--- config.mk ---
export PLATFORM = sky130hd
export DESIGN_NAME = uart_tx_ext
export DESIGN_NICKNAME = d
export VERILOG_FILES = /design/src/rtl/uart_pkg.sv /design/src/rtl/uart_sync_fifo.sv /design/src/rtl/uart_tx_ext.sv
export SDC_FILE = /design/constraint.sdc
export NUM_CORES = 1
export LEC_CHECK = 0
export BUFFER_PORTS_ARGS = -buffer_cell sky130_fd_sc_hd__buf_2
export CORE_AREA = 2 2 92 94
export CTS_BUF_LIST = sky130_fd_sc_hd__clkbuf_16
export CTS_CLUSTER_SIZE = 28
export DETAILED_ROUTE_END_ITERATION = 7
export DIE_AREA = 0 0 94 96
export SYNTH_ARGS = -nofsm -noshare
export SYNTH_HDL_FRONTEND = slang
export SYNTH_SLANG_ARGS = --single-unit
--- constraint.sdc ---
create_clock -name clk -period 3 [get_ports clk]
set_input_delay 0.3 -clock clk [delete_from_list [all_inputs] [get_ports clk]]
set_output_delay 0.3 -clock clk [all_outputs]
set_load 0.005 [all_outputs]
--- src/rtl/uart_pkg.sv ---
// Shared UART types and constants: parity encodings, transmitter FSM states,
// legal data-width range and a parity helper.
package uart_pkg;

   localparam int unsigned DataBitsMin = 5;
   localparam int unsigned DataBitsMax = 9;

   typedef enum logic [1:0] {
      ParityNone = 2'b00,
      ParityEven = 2'b01,
      ParityOdd  = 2'b10,
      ParityRsvd = 2'b11
   } parity_mode_e;

   typedef enum logic [2:0] {
      StIdle,
      StStart,
      StData,
      StParity,
      StStop
   } uart_tx_state_e;

   // Zero-extended data does not change the XOR reduction.
   function automatic logic parity_bit(input parity_mode_e mode,
                                       input logic [DataBitsMax-1:0] data);
      return (mode == ParityOdd) ? ~^data : ^data;
   endfunction

endpackage

--- src/rtl/uart_sync_fifo.sv ---
// Single-clock FIFO with first-word fall-through read data. Pushes into a full
// FIFO are dropped even when a pop happens in the same cycle.
module uart_sync_fifo #(
   parameter int unsigned WIDTH = 8,
   parameter int unsigned DEPTH = 4
) (
   input  logic                       clk,
   input  logic                       reset,
   input  logic                       push,
   input  logic [WIDTH-1:0]           wdata,
   input  logic                       pop,
   output logic [WIDTH-1:0]           rdata,
   output logic                       full,
   output logic                       empty,
   output logic [$clog2(DEPTH+1)-1:0] level
);

   localparam int unsigned PtrW = $clog2(DEPTH);
   localparam int unsigned LvlW = $clog2(DEPTH + 1);

   if (DEPTH < 2 || (DEPTH & (DEPTH - 1)) != 0) begin : gen_bad_depth
      $error("uart_sync_fifo: DEPTH must be a power of 2 and at least 2");
   end

   logic [WIDTH-1:0] mem_q [DEPTH];
   logic [PtrW-1:0]  wptr_q;
   logic [PtrW-1:0]  rptr_q;
   logic [LvlW-1:0]  level_q;
   logic             do_push;
   logic             do_pop;

   assign full    = (level_q == LvlW'(DEPTH));
   assign empty   = (level_q == '0);
   assign do_push = push && !full;
   assign do_pop  = pop && !empty;
   assign rdata   = mem_q[rptr_q];
   assign level   = level_q;

   // Pointer and occupancy bookkeeping.
   always_ff @(posedge clk) begin
      if (reset) begin
         wptr_q  <= '0;
         rptr_q  <= '0;
         level_q <= '0;
      end else begin
         if (do_push) wptr_q <= wptr_q + 1'b1;
         if (do_pop)  rptr_q <= rptr_q + 1'b1;
         if (do_push && !do_pop) begin
            level_q <= level_q + 1'b1;
         end else if (!do_push && do_pop) begin
            level_q <= level_q - 1'b1;
         end
      end
   end

   // Storage array; contents are don't-care until written.
   always_ff @(posedge clk) begin
      if (do_push) mem_q[wptr_q] <= wdata;
   end

endmodule

--- src/rtl/uart_tx_ext.sv ---
// UART transmitter: input FIFO, runtime parity/stop-bit selection, oversampled
// bit timing from an external baud tick, back-to-back frames without idle gap.
module uart_tx_ext
   import uart_pkg::*;
#(
   parameter int unsigned DATA_BITS  = 8,
   parameter int unsigned OVERSAMPLE = 16,
   parameter int unsigned FIFO_DEPTH = 4
) (
   input  logic                            clk,
   input  logic                            reset,
   input  logic                            b_tick,
   input  logic [DATA_BITS-1:0]            d_in,
   input  logic                            tx_valid,
   output logic                            tx_ready,
   input  logic [1:0]                      parity_mode,
   input  logic                            two_stop,
   output logic                            tx,
   output logic                            tx_done,
   output logic                            busy,
   output logic [$clog2(FIFO_DEPTH+1)-1:0] fifo_level
);

   localparam int unsigned TickW = $clog2(OVERSAMPLE);
   localparam int unsigned BitW  = $clog2(DATA_BITS);
   localparam logic [TickW-1:0] TickMax = TickW'(OVERSAMPLE - 1);
   localparam logic [BitW-1:0]  BitMax  = BitW'(DATA_BITS - 1);

   if (DATA_BITS < DataBitsMin || DATA_BITS > DataBitsMax) begin : gen_bad_data_bits
      $error("uart_tx_ext: DATA_BITS out of range 5..9");
   end
   if (OVERSAMPLE < 2) begin : gen_bad_oversample
      $error("uart_tx_ext: OVERSAMPLE must be at least 2");
   end

   uart_tx_state_e       state_q;
   logic [TickW-1:0]     tick_q;
   logic [BitW-1:0]      bit_q;
   logic [DATA_BITS-1:0] shift_q;
   logic                 par_en_q;
   logic                 par_bit_q;
   logic                 two_stop_q;
   logic                 tx_q;
   logic                 done_q;

   logic                 fifo_pop;
   logic                 fifo_full;
   logic                 fifo_empty;
   logic [DATA_BITS-1:0] fifo_rdata;
   logic                 bit_end;
   logic                 last_data;
   logic                 last_stop;
   parity_mode_e         mode;

   uart_sync_fifo #(
      .WIDTH (DATA_BITS),
      .DEPTH (FIFO_DEPTH)
   ) u_fifo (
      .clk   (clk),
      .reset (reset),
      .push  (tx_valid),
      .wdata (d_in),
      .pop   (fifo_pop),
      .rdata (fifo_rdata),
      .full  (fifo_full),
      .empty (fifo_empty),
      .level (fifo_level)
   );

   // Bit-boundary detection and FIFO pop decision.
   always_comb begin
      mode      = parity_mode_e'(parity_mode);
      bit_end   = b_tick && (tick_q == TickMax);
      last_data = (bit_q == BitMax);
      last_stop = (bit_q == BitW'(two_stop_q));
      fifo_pop  = !fifo_empty &&
                  ((state_q == StIdle) || (state_q == StStop && bit_end && last_stop));
   end

   // Frame sequencer with registered serial output and done pulse.
   always_ff @(posedge clk) begin
      if (reset) begin
         state_q    <= StIdle;
         tick_q     <= '0;
         bit_q      <= '0;
         shift_q    <= '0;
         par_en_q   <= 1'b0;
         par_bit_q  <= 1'b0;
         two_stop_q <= 1'b0;
         tx_q       <= 1'b1;
         done_q     <= 1'b0;
      end else begin
         done_q <= 1'b0;
         // Tick counter wraps on every bit end, so it is zero on each state entry.
         if (state_q != StIdle && b_tick) begin
            tick_q <= bit_end ? '0 : tick_q + 1'b1;
         end
         // Every pop starts a frame: capture the word and its configuration.
         if (fifo_pop) begin
            shift_q    <= fifo_rdata;
            par_en_q   <= (mode == ParityEven) || (mode == ParityOdd);
            par_bit_q  <= parity_bit(mode, DataBitsMax'(fifo_rdata));
            two_stop_q <= two_stop;
         end
         unique case (state_q)
            StIdle: begin
               tx_q <= 1'b1;
               if (fifo_pop) begin
                  state_q <= StStart;
                  tx_q    <= 1'b0;
                  tick_q  <= '0;
                  bit_q   <= '0;
               end
            end
            StStart: begin
               if (bit_end) begin
                  state_q <= StData;
                  tx_q    <= shift_q[0];
                  shift_q <= shift_q >> 1;
                  bit_q   <= '0;
               end
            end
            StData: begin
               if (bit_end) begin
                  if (last_data) begin
                     bit_q <= '0;
                     if (par_en_q) begin
                        state_q <= StParity;
                        tx_q    <= par_bit_q;
                     end else begin
                        state_q <= StStop;
                        tx_q    <= 1'b1;
                     end
                  end else begin
                     bit_q   <= bit_q + 1'b1;
                     tx_q    <= shift_q[0];
                     shift_q <= shift_q >> 1;
                  end
               end
            end
            StParity: begin
               if (bit_end) begin
                  state_q <= StStop;
                  tx_q    <= 1'b1;
                  bit_q   <= '0;
               end
            end
            StStop: begin
               if (bit_end) begin
                  if (last_stop) begin
                     done_q <= 1'b1;
                     bit_q  <= '0;
                     if (fifo_pop) begin
                        state_q <= StStart;
                        tx_q    <= 1'b0;
                     end else begin
                        state_q <= StIdle;
                        tx_q    <= 1'b1;
                     end
                  end else begin
                     bit_q <= bit_q + 1'b1;
                  end
               end
            end
            default: state_q <= StIdle;
         endcase
      end
   end

   assign tx       = tx_q;
   assign tx_done  = done_q;
   assign busy     = (state_q != StIdle);
   assign tx_ready = !fifo_full;

endmodule

==> results.py, run 1 <==
metrics = {
    "clock_network": {
        "cts_tree": "built",
        "htree_levels": 3,
        "cts_root_buf": "clkbuf_16",
        "clock_sinks": 64,
        "numCtsBuffers": 9,
        "ctsHoldBuffers": 0,
        "post-cts-setup-buffers": 0,
        "clkLatencyLatePin_ps": 330,
        "ctsLongestPathBuffers": 2,
        "clk_pin_slew_worst_paths_ps": 60,
        "ctsResizeCount": 0,
    },
    "setup_path": {
        "criticalPathCategory": "flip-flop to flip-flop",
        "cpPeakStageDelay_ps": 390,
        "critical_path_depth": 10,
        "path_cells": "ha_1, nand4_4, o41a_1, or2_1, ha_1, inv_1, fa_1, xor2_1, or3_1, a21oi_1",
        "r2r_setup_slack_ps": 510,
        "r2r_end": "u_fifo.level[2]$_SDFFE_PP0P_",
        "ff2ff_path_depth": 10,
        "cp_max_fo": 8,
        "setup.worst_path.start": "tick_q[0]$_SDFF_PP0_",
        "critical_path_required_ps": 3250,
        "startpoint_type": "flip-flop",
        "critPathTopFamily": "simple AND/OR/NAND/NOR gates",
        "reg2reg_from": "tick_q[0]$_SDFF_PP0_",
        "cp_num_buf_inv": 1,
        "end_kind": "flip-flop",
        "crit_slowest_cell": "o41a_1",
        "crit_path_frequent_cell": "ha_1",
        "crit_arrival_ps": 2740,
        "endpoint": "u_fifo.level[2]$_SDFFE_PP0P_",
    },
    "power": {
        "p_seq_share_pct": 36.5,
        "irDropWorstVdd_uv": 467.1,
        "switchingPower_w": 0.001084,
        "p_clk_share_pct": 31.4,
        "comb_power_share_pct": 32.1,
        "leakage_nw": 1.341,
        "switching_share_pct": 32.23,
        "p_per_area_mw_per_mm2": 975.9,
        "internal_power_w": 0.002280,
    },
    "logic_synthesis": {
        "syn-num-nets": 273,
        "ys_seq_elements": 64,
        "ys_dominant_reg_cell": "edfxtp_1",
        "synth-edff-count": 32,
        "ys_warn_count": 0,
        "yosys.area.top_type": "edfxtp_1",
        "ys_seq_area_share_pct": 53.83,
        "synth_area_leaders": "edfxtp_1 32%, dfxtp_1 22%, mux2i_1 4.0%",
        "syn_avg_cell_area_um2": 12.00,
        "async_flop_share_pct": 0,
        "netlist_area_mm2": 0.002975,
        "syn_inst": 248,
        "synth_top_area_share_pct": 32.30,
        "ys_types": 47,
    },
    "sta": {
        "min_period_ps": 2487,
        "max_freq_mhz": 402.1,
        "tightest_slew_ps": 619.5,
        "fin_crit_sh_pct": 82.89,
        "worst_clock_skew_ps": 6.736,
        "hold_viol": 0,
        "slew_headroom_pct": 58.70,
        "setup_viol_count_final": 0,
        "rsz0062_at_grt": "false",
        "setup_tns_ps": 0,
        "slew_viol_final": 0,
    },
    "run": {
        "cap_violations": 0,
    },
    "cells_and_area": {
        "antenna_cells": 0,
        "multi_input_area_mm2": 0.001252,
        "final_cell_mix": "32 x dfxtp_1, 32 x edfxtp_1, 24 x nor2_1",
        "utilization_pct": 42.81,
        "seq_area_mm2": 0.001602,
        "fin_nets": 294,
        "nFillCells": 755,
        "area_growth_pct": 15.85,
        "drive_gt1_share_pct": 17.52,
    },
    "die": {
        "coreArea_mm2": 0.008051,
        "ios": 22,
        "dieWidth_um": 94,
        "dieArea_mm2": 0.009024,
        "chipHeight_um": 96,
        "start_util_pct": 36.95,
        "fp-row-count": 33,
    },
    "drt": {
        "wl_um": 5381,
        "ant_nets": 0,
        "first_pass_iters": 4,
        "drt-initial-drc-count": 75,
        "drc": 0,
        "routedWlPerCell_um": 14.20,
        "vias_per_cell": 5.074,
        "via_count": 1923,
    },
    "global_routing": {
        "overflow": 0,
        "grtUsageTotal_pct": 13.36,
        "grt_pass1_vias": 1858,
        "antenna_found_initial": 0,
        "grt_max_degree": 33,
        "grt_pass1_wl_um": 9108,
    },
    "run_status": {
        "status": "finished, final reports clean",
    },
    "placed_design": {
        "hpwl_um": 3715,
        "port_buffers": 21,
        "place.gp.congestion": 0.7567,
    },
    "min_path": {
        "hold_path_class": "input port to flip-flop",
        "min_path_cells": 1,
    },
}
## stage by stage
stage          total power (W)  cells  hold slack (ps)  worst slack [ps]  instance area [um2]
6_report              0.003364    379            187.5             513.2                 3447
5_1_grt               0.003561    379            185.6             309.6                 3447
3_5_place_dp          0.002339    363            460.8             513.7                 3143
3_3_place_gp          0.002326    363            457.1             622.1                 3143
4_1_cts               0.003402    379            178.8             501.7                 3447
2_1_floorplan         0.002170    248            398.9             466.4                 2975
## cell usage after synthesis, drive strengths merged (3+ instances only)
| library cell | number |
|---|---|
| nor2 | 24 |
| o21ai | 6 |
| dfxtp | 32 |
| edfxtp | 32 |
| ha | 9 |
| mux4 | 8 |
| nand2 | 15 |
| mux2i | 12 |
| xor2 | 5 |
| inv | 10 |
| a21oi | 16 |
| nand3 | 4 |
| or2 | 3 |
| nand2b | 3 |
| nor3 | 9 |
| nand3b | 4 |
| buf | 6 |
| a211oi | 8 |
| and3 | 4 |
| clkbuf | 7 |
| or3 | 5 |
| xnor2 | 6 |
## worst min path at each step
| stage | from | end |
|---|---|---|
| CTS | d_in[2] | u_fifo.mem_q[0][2]$_DFFE_PP_ |
| finish | d_in[2] | u_fifo.mem_q[2][2]$_DFFE_PP_ |
| global route | d_in[6] | u_fifo.mem_q[0][6]$_DFFE_PP_ |
| global placement | tx$_SDFFE_PP1P_ | tx$_SDFFE_PP1P_ |
| floorplan | d_in[0] | u_fifo.mem_q[0][0]$_DFFE_PP_ |
| detailed placement | tx$_SDFFE_PP1P_ | tx$_SDFFE_PP1P_ |
## cell type report
class	instances	share of cell area, %
clock buffers	9	6.534
repair buffers	23	3.485
inverters	10	1.089
multi-input cells	161	36.33
clock inverters	7	2.287
flip-flops and latches	64	46.46
well taps	105	3.811
## routing by layer
metal  share of wire (%)  up-vias  global-route usage [%]
met4                 1.4        0                   5.797
met3                 3.5        6                   3.602
li1                    -      954                       -
met1                  47      930                   16.67
met5                   0        -                       0
met2                  48       33                   21.90
## cell families after synthesis
logic type / count (synthesis) / share of synthesized area, %
and+or+nand+nor: 78 / 13.58
DFF: 64 / 53.83
AOI/OAI and AO/OA: 41 / 8.958
buffers and inverters: 23 / 4.079
muxes: 20 / 10.60
xor gates and xnor gates: 12 / 4.499
adders and majority gates: 10 / 4.458
## registers in the layout (all words and copies together) (netlist names), 2 cells and up, named ones only
| name | cells |
|---|---|
| u_fifo.mem_q | 32 |
| shift_q | 8 |
| tick_q | 4 |
| bit_q | 3 |
| state_q | 3 |
| u_fifo.level | 3 |
| u_fifo.rptr_q | 2 |
| u_fifo.wptr_q | 2 |
## power groups by stage
stage | Clock, W | Combinational [W] | Sequential (W)
floorplan | 0 | 0.000991 | 0.00118
global placement | 0 | 0.00108 | 0.00125
detailed placement | 0 | 0.00109 | 0.00125
CTS | 0.00107 | 0.00109 | 0.00123
global route | 0.00111 | 0.00119 | 0.00126
finish | 0.00106 | 0.00108 | 0.00123
Power figures use the tool's default switching activity.
==> run 2, diff against run 1 <==
==> constraint.sdc (replaced) <==
create_clock -name clk -period 2.3 [get_ports clk]
set_input_delay 0.23 -clock clk [delete_from_list [all_inputs] [get_ports clk]]
set_output_delay 0.23 -clock clk [all_outputs]
set_load 0.005 [all_outputs]
==> run 2 against run 1 <==
  * Fmax grew 13%
  * First-iteration DRC count is 8.0% lower
  * Sequential power rose by 25%
  * Register-to-register slack worse by 420 ps
  * Total power grew 38%
  * Cell count increased by 3.7%
  * Clock skew is 3.3 ps higher
  * Utilization increased by 2.1 points
  * Via count grew 2.8%
  * Critical path type unchanged
  * Highest routed layer unchanged
==> results.py, run 2 (synthesized netlist as in run 1, its figures left out) <==
metrics = {
    "run_status": {
        "status": "finished, final reports clean",
    },
    "power": {
        "leakage_nw": 1.422,
        "p_per_area_mw_per_mm2": 1282,
        "irDropWorstVdd_uv": 576.7,
    },
    "cells_and_area": {
        "fin_nets": 308,
        "layout.cells.most_common": "edfxtp_1",
        "drive_gt1_share_pct": 24.31,
        "regMostFlops": "u_fifo.mem_q",
        "area_growth_pct": 21.57,
        "antenna_cells": 0,
        "largest_reg_flops": 32,
        "top_regs": "u_fifo.mem_q: 32 flops, shift_q: 8 flops, tick_q: 4 flops",
        "final_cells": 393,
        "final_cell_mix": "32 x edfxtp_1, 30 x dfxtp_1, 24 x nor2_1",
    },
    "min_path": {
        "worstHoldEndpoint": "u_fifo.mem_q[1][6]$_DFFE_PP_",
        "hold_path_class": "input port to flip-flop",
        "min_path_cells": 1,
        "min-delay-start": "d_in[6]",
    },
    "placed_design": {
        "place.gp.congestion": 0.8185,
        "port_buffers": 21,
        "hpwl_um": 3877,
        "placedCellCount": 376,
    },
    "setup_path": {
        "critical_path_required_ps": 2550,
        "path_cells": "ha_4, nand4_4, o41a_1, or2_4, ha_4, inv_2, fa_2, xor2_1, or3_1, a21oi_2",
        "critPathTopFamily": "simple AND/OR/NAND/NOR gates",
        "r2r_end": "u_fifo.level[2]$_SDFFE_PP0P_",
        "crit_slowest_cell": "dfxtp_4",
        "startpoint_type": "flip-flop",
        "crit_arrival_ps": 2460,
        "r2r_setup_slack_ps": 90,
        "crit_path_frequent_cell": "ha_4",
        "end_kind": "flip-flop",
        "setup.worst_path.start": "tick_q[1]$_SDFF_PP0_",
        "criticalPathCategory": "flip-flop to flip-flop",
        "cp_max_fo": 3,
        "reg2reg_from": "tick_q[1]$_SDFF_PP0_",
        "cpPeakStageDelay_ps": 360,
        "cp_num_buf_inv": 1,
        "ff2ff_path_depth": 10,
    },
    "global_routing": {
        "antenna_found_initial": 0,
        "grt_max_degree": 33,
        "grtUsageTotal_pct": 13.26,
        "met2_usage_pct": 21.67,
        "grt_pass1_wl_um": 8976,
        "grt-busiest-layer": "met2",
        "grt_pass1_vias": 1870,
        "grtUsageMet3_pct": 3.759,
        "overflow": 0,
        "grt_util_met1_pct": 16.17,
    },
    "clock_network": {
        "numCtsBuffers": 9,
        "htree_levels": 3,
        "clk_pin_slew_worst_paths_ps": 60,
        "clkLatencyLatePin_ps": 330,
        "clock_sinks": 64,
        "cts_tree": "built",
        "ctsLongestPathBuffers": 2,
        "cts_root_buf": "clkbuf_16",
        "ctsHoldBuffers": 0,
    },
    "sta": {
        "tightest_slew_ps": 624.0,
        "slew_viol_final": 0,
        "setup_tns_ps": 0,
        "worst_clock_skew_ps": 10.08,
        "fin_crit_sh_pct": 96.05,
        "min_period_ps": 2209,
        "rsz0062_at_grt": "true",
        "slew_headroom_pct": 58.40,
        "max_freq_mhz": 452.7,
        "setup_viol_count_final": 0,
        "fin_hold_ws_ps": 122.7,
        "hold_viol": 0,
    },
    "die": {
        "dieWidth_um": 94,
        "coreArea_mm2": 0.008051,
        "chipHeight_um": 96,
        "start_util_pct": 36.95,
        "ios": 22,
        "dieArea_mm2": 0.009024,
        "fp-row-count": 33,
    },
    "drt": {
        "vias_per_cell": 5.028,
        "drt-initial-drc-count": 69,
        "via_count": 1976,
        "wl_um": 5567,
        "routedWlPerCell_um": 14.17,
        "drc": 0,
        "first_pass_iters": 4,
        "ant_nets": 0,
    },
    "run": {
        "cap_violations": 0,
    },
}
run 2: changes by cell type in the layout (fill, tap and decap cells not counted), moves of 2 or more:
| cell | before | now |
|---|---|---|
| buf_4 | 2 | 16 |
| clkinvlp_4 | 3 | 1 |
| dfxtp_1 | 32 | 30 |
| ha_4 | 0 | 2 |
| ha_1 | 9 | 7 |
| dfxtp_4 | 0 | 2 |
run 2: layout make-up:
class | instances | area, um2
Tap cell | 105 | 131.4
Clock inverter | 7 | 102.6
Fill cell | 755 | 4434
Timing Repair Buffer | 37 | 225.2
Inverter | 10 | 37.54
Clock buffer | 9 | 225.2
Sequential cell | 64 | 1609
Multi-Input combinational cell | 161 | 1286
run 2: timing repair:
item / 4_1_cts / 5_1_grt
gates resized for setup: 1 / 3
setup buffers: 0 / 1
endpoints found under the setup margin: 2 / 2
pin swaps: 1 / 0
run 2: power by group:
| group | leakage (nW) | switching (W) | total, W | internal, W |
|---|---|---|---|---|
| combinational | 0.709 | 0.000822 | 0.00163 | 0.000813 |
| clock | 0.157 | 0.000501 | 0.00146 | 0.000958 |
| sequential | 0.557 | 0.000120 | 0.00154 | 0.00142 |
| total | 1.42 | 0.00144 | 0.00464 | 0.00320 |
run 2: worst max-delay path by stage:
stage	endpoint	slack (ps)	cells past startpoint
global placement	u_fifo.level[2]$_SDFFE_PP0P_	30	10
floorplan	u_fifo.level[2]$_SDFFE_PP0P_	-200	12
finish	u_fifo.level[2]$_SDFFE_PP0P_	90	10
detailed placement	u_fifo.level[2]$_SDFFE_PP0P_	-30	10
global route	u_fifo.level[2]$_SDFFE_PP0P_	-20	10
CTS	u_fifo.level[2]$_SDFFE_PP0P_	70	10
run 2: metal layers:
| metal | vias to the layer above | wire length (um) |
|---|---|---|
| met2 | 26 | 2640 |
| met1 | 957 | 2681 |
| met5 | - | 0 |
| met4 | 0 | 91 |
| li1 | 986 | - |
| met3 | 7 | 154 |
run 2: through the flow:
stage	instance area [um2]	util, %	setup slack [ps]	power (W)
2_1_floorplan	3005	-	-200.7	0.002868
3_3_place_gp	3271	40.62	32.48	0.003157
3_5_place_dp	3271	40.62	-28.43	0.003187
4_1_cts	3601	44.72	73.53	0.004689
5_1_grt	3617	44.93	-20.29	0.004925
6_report	3617	44.93	90.96	0.004639
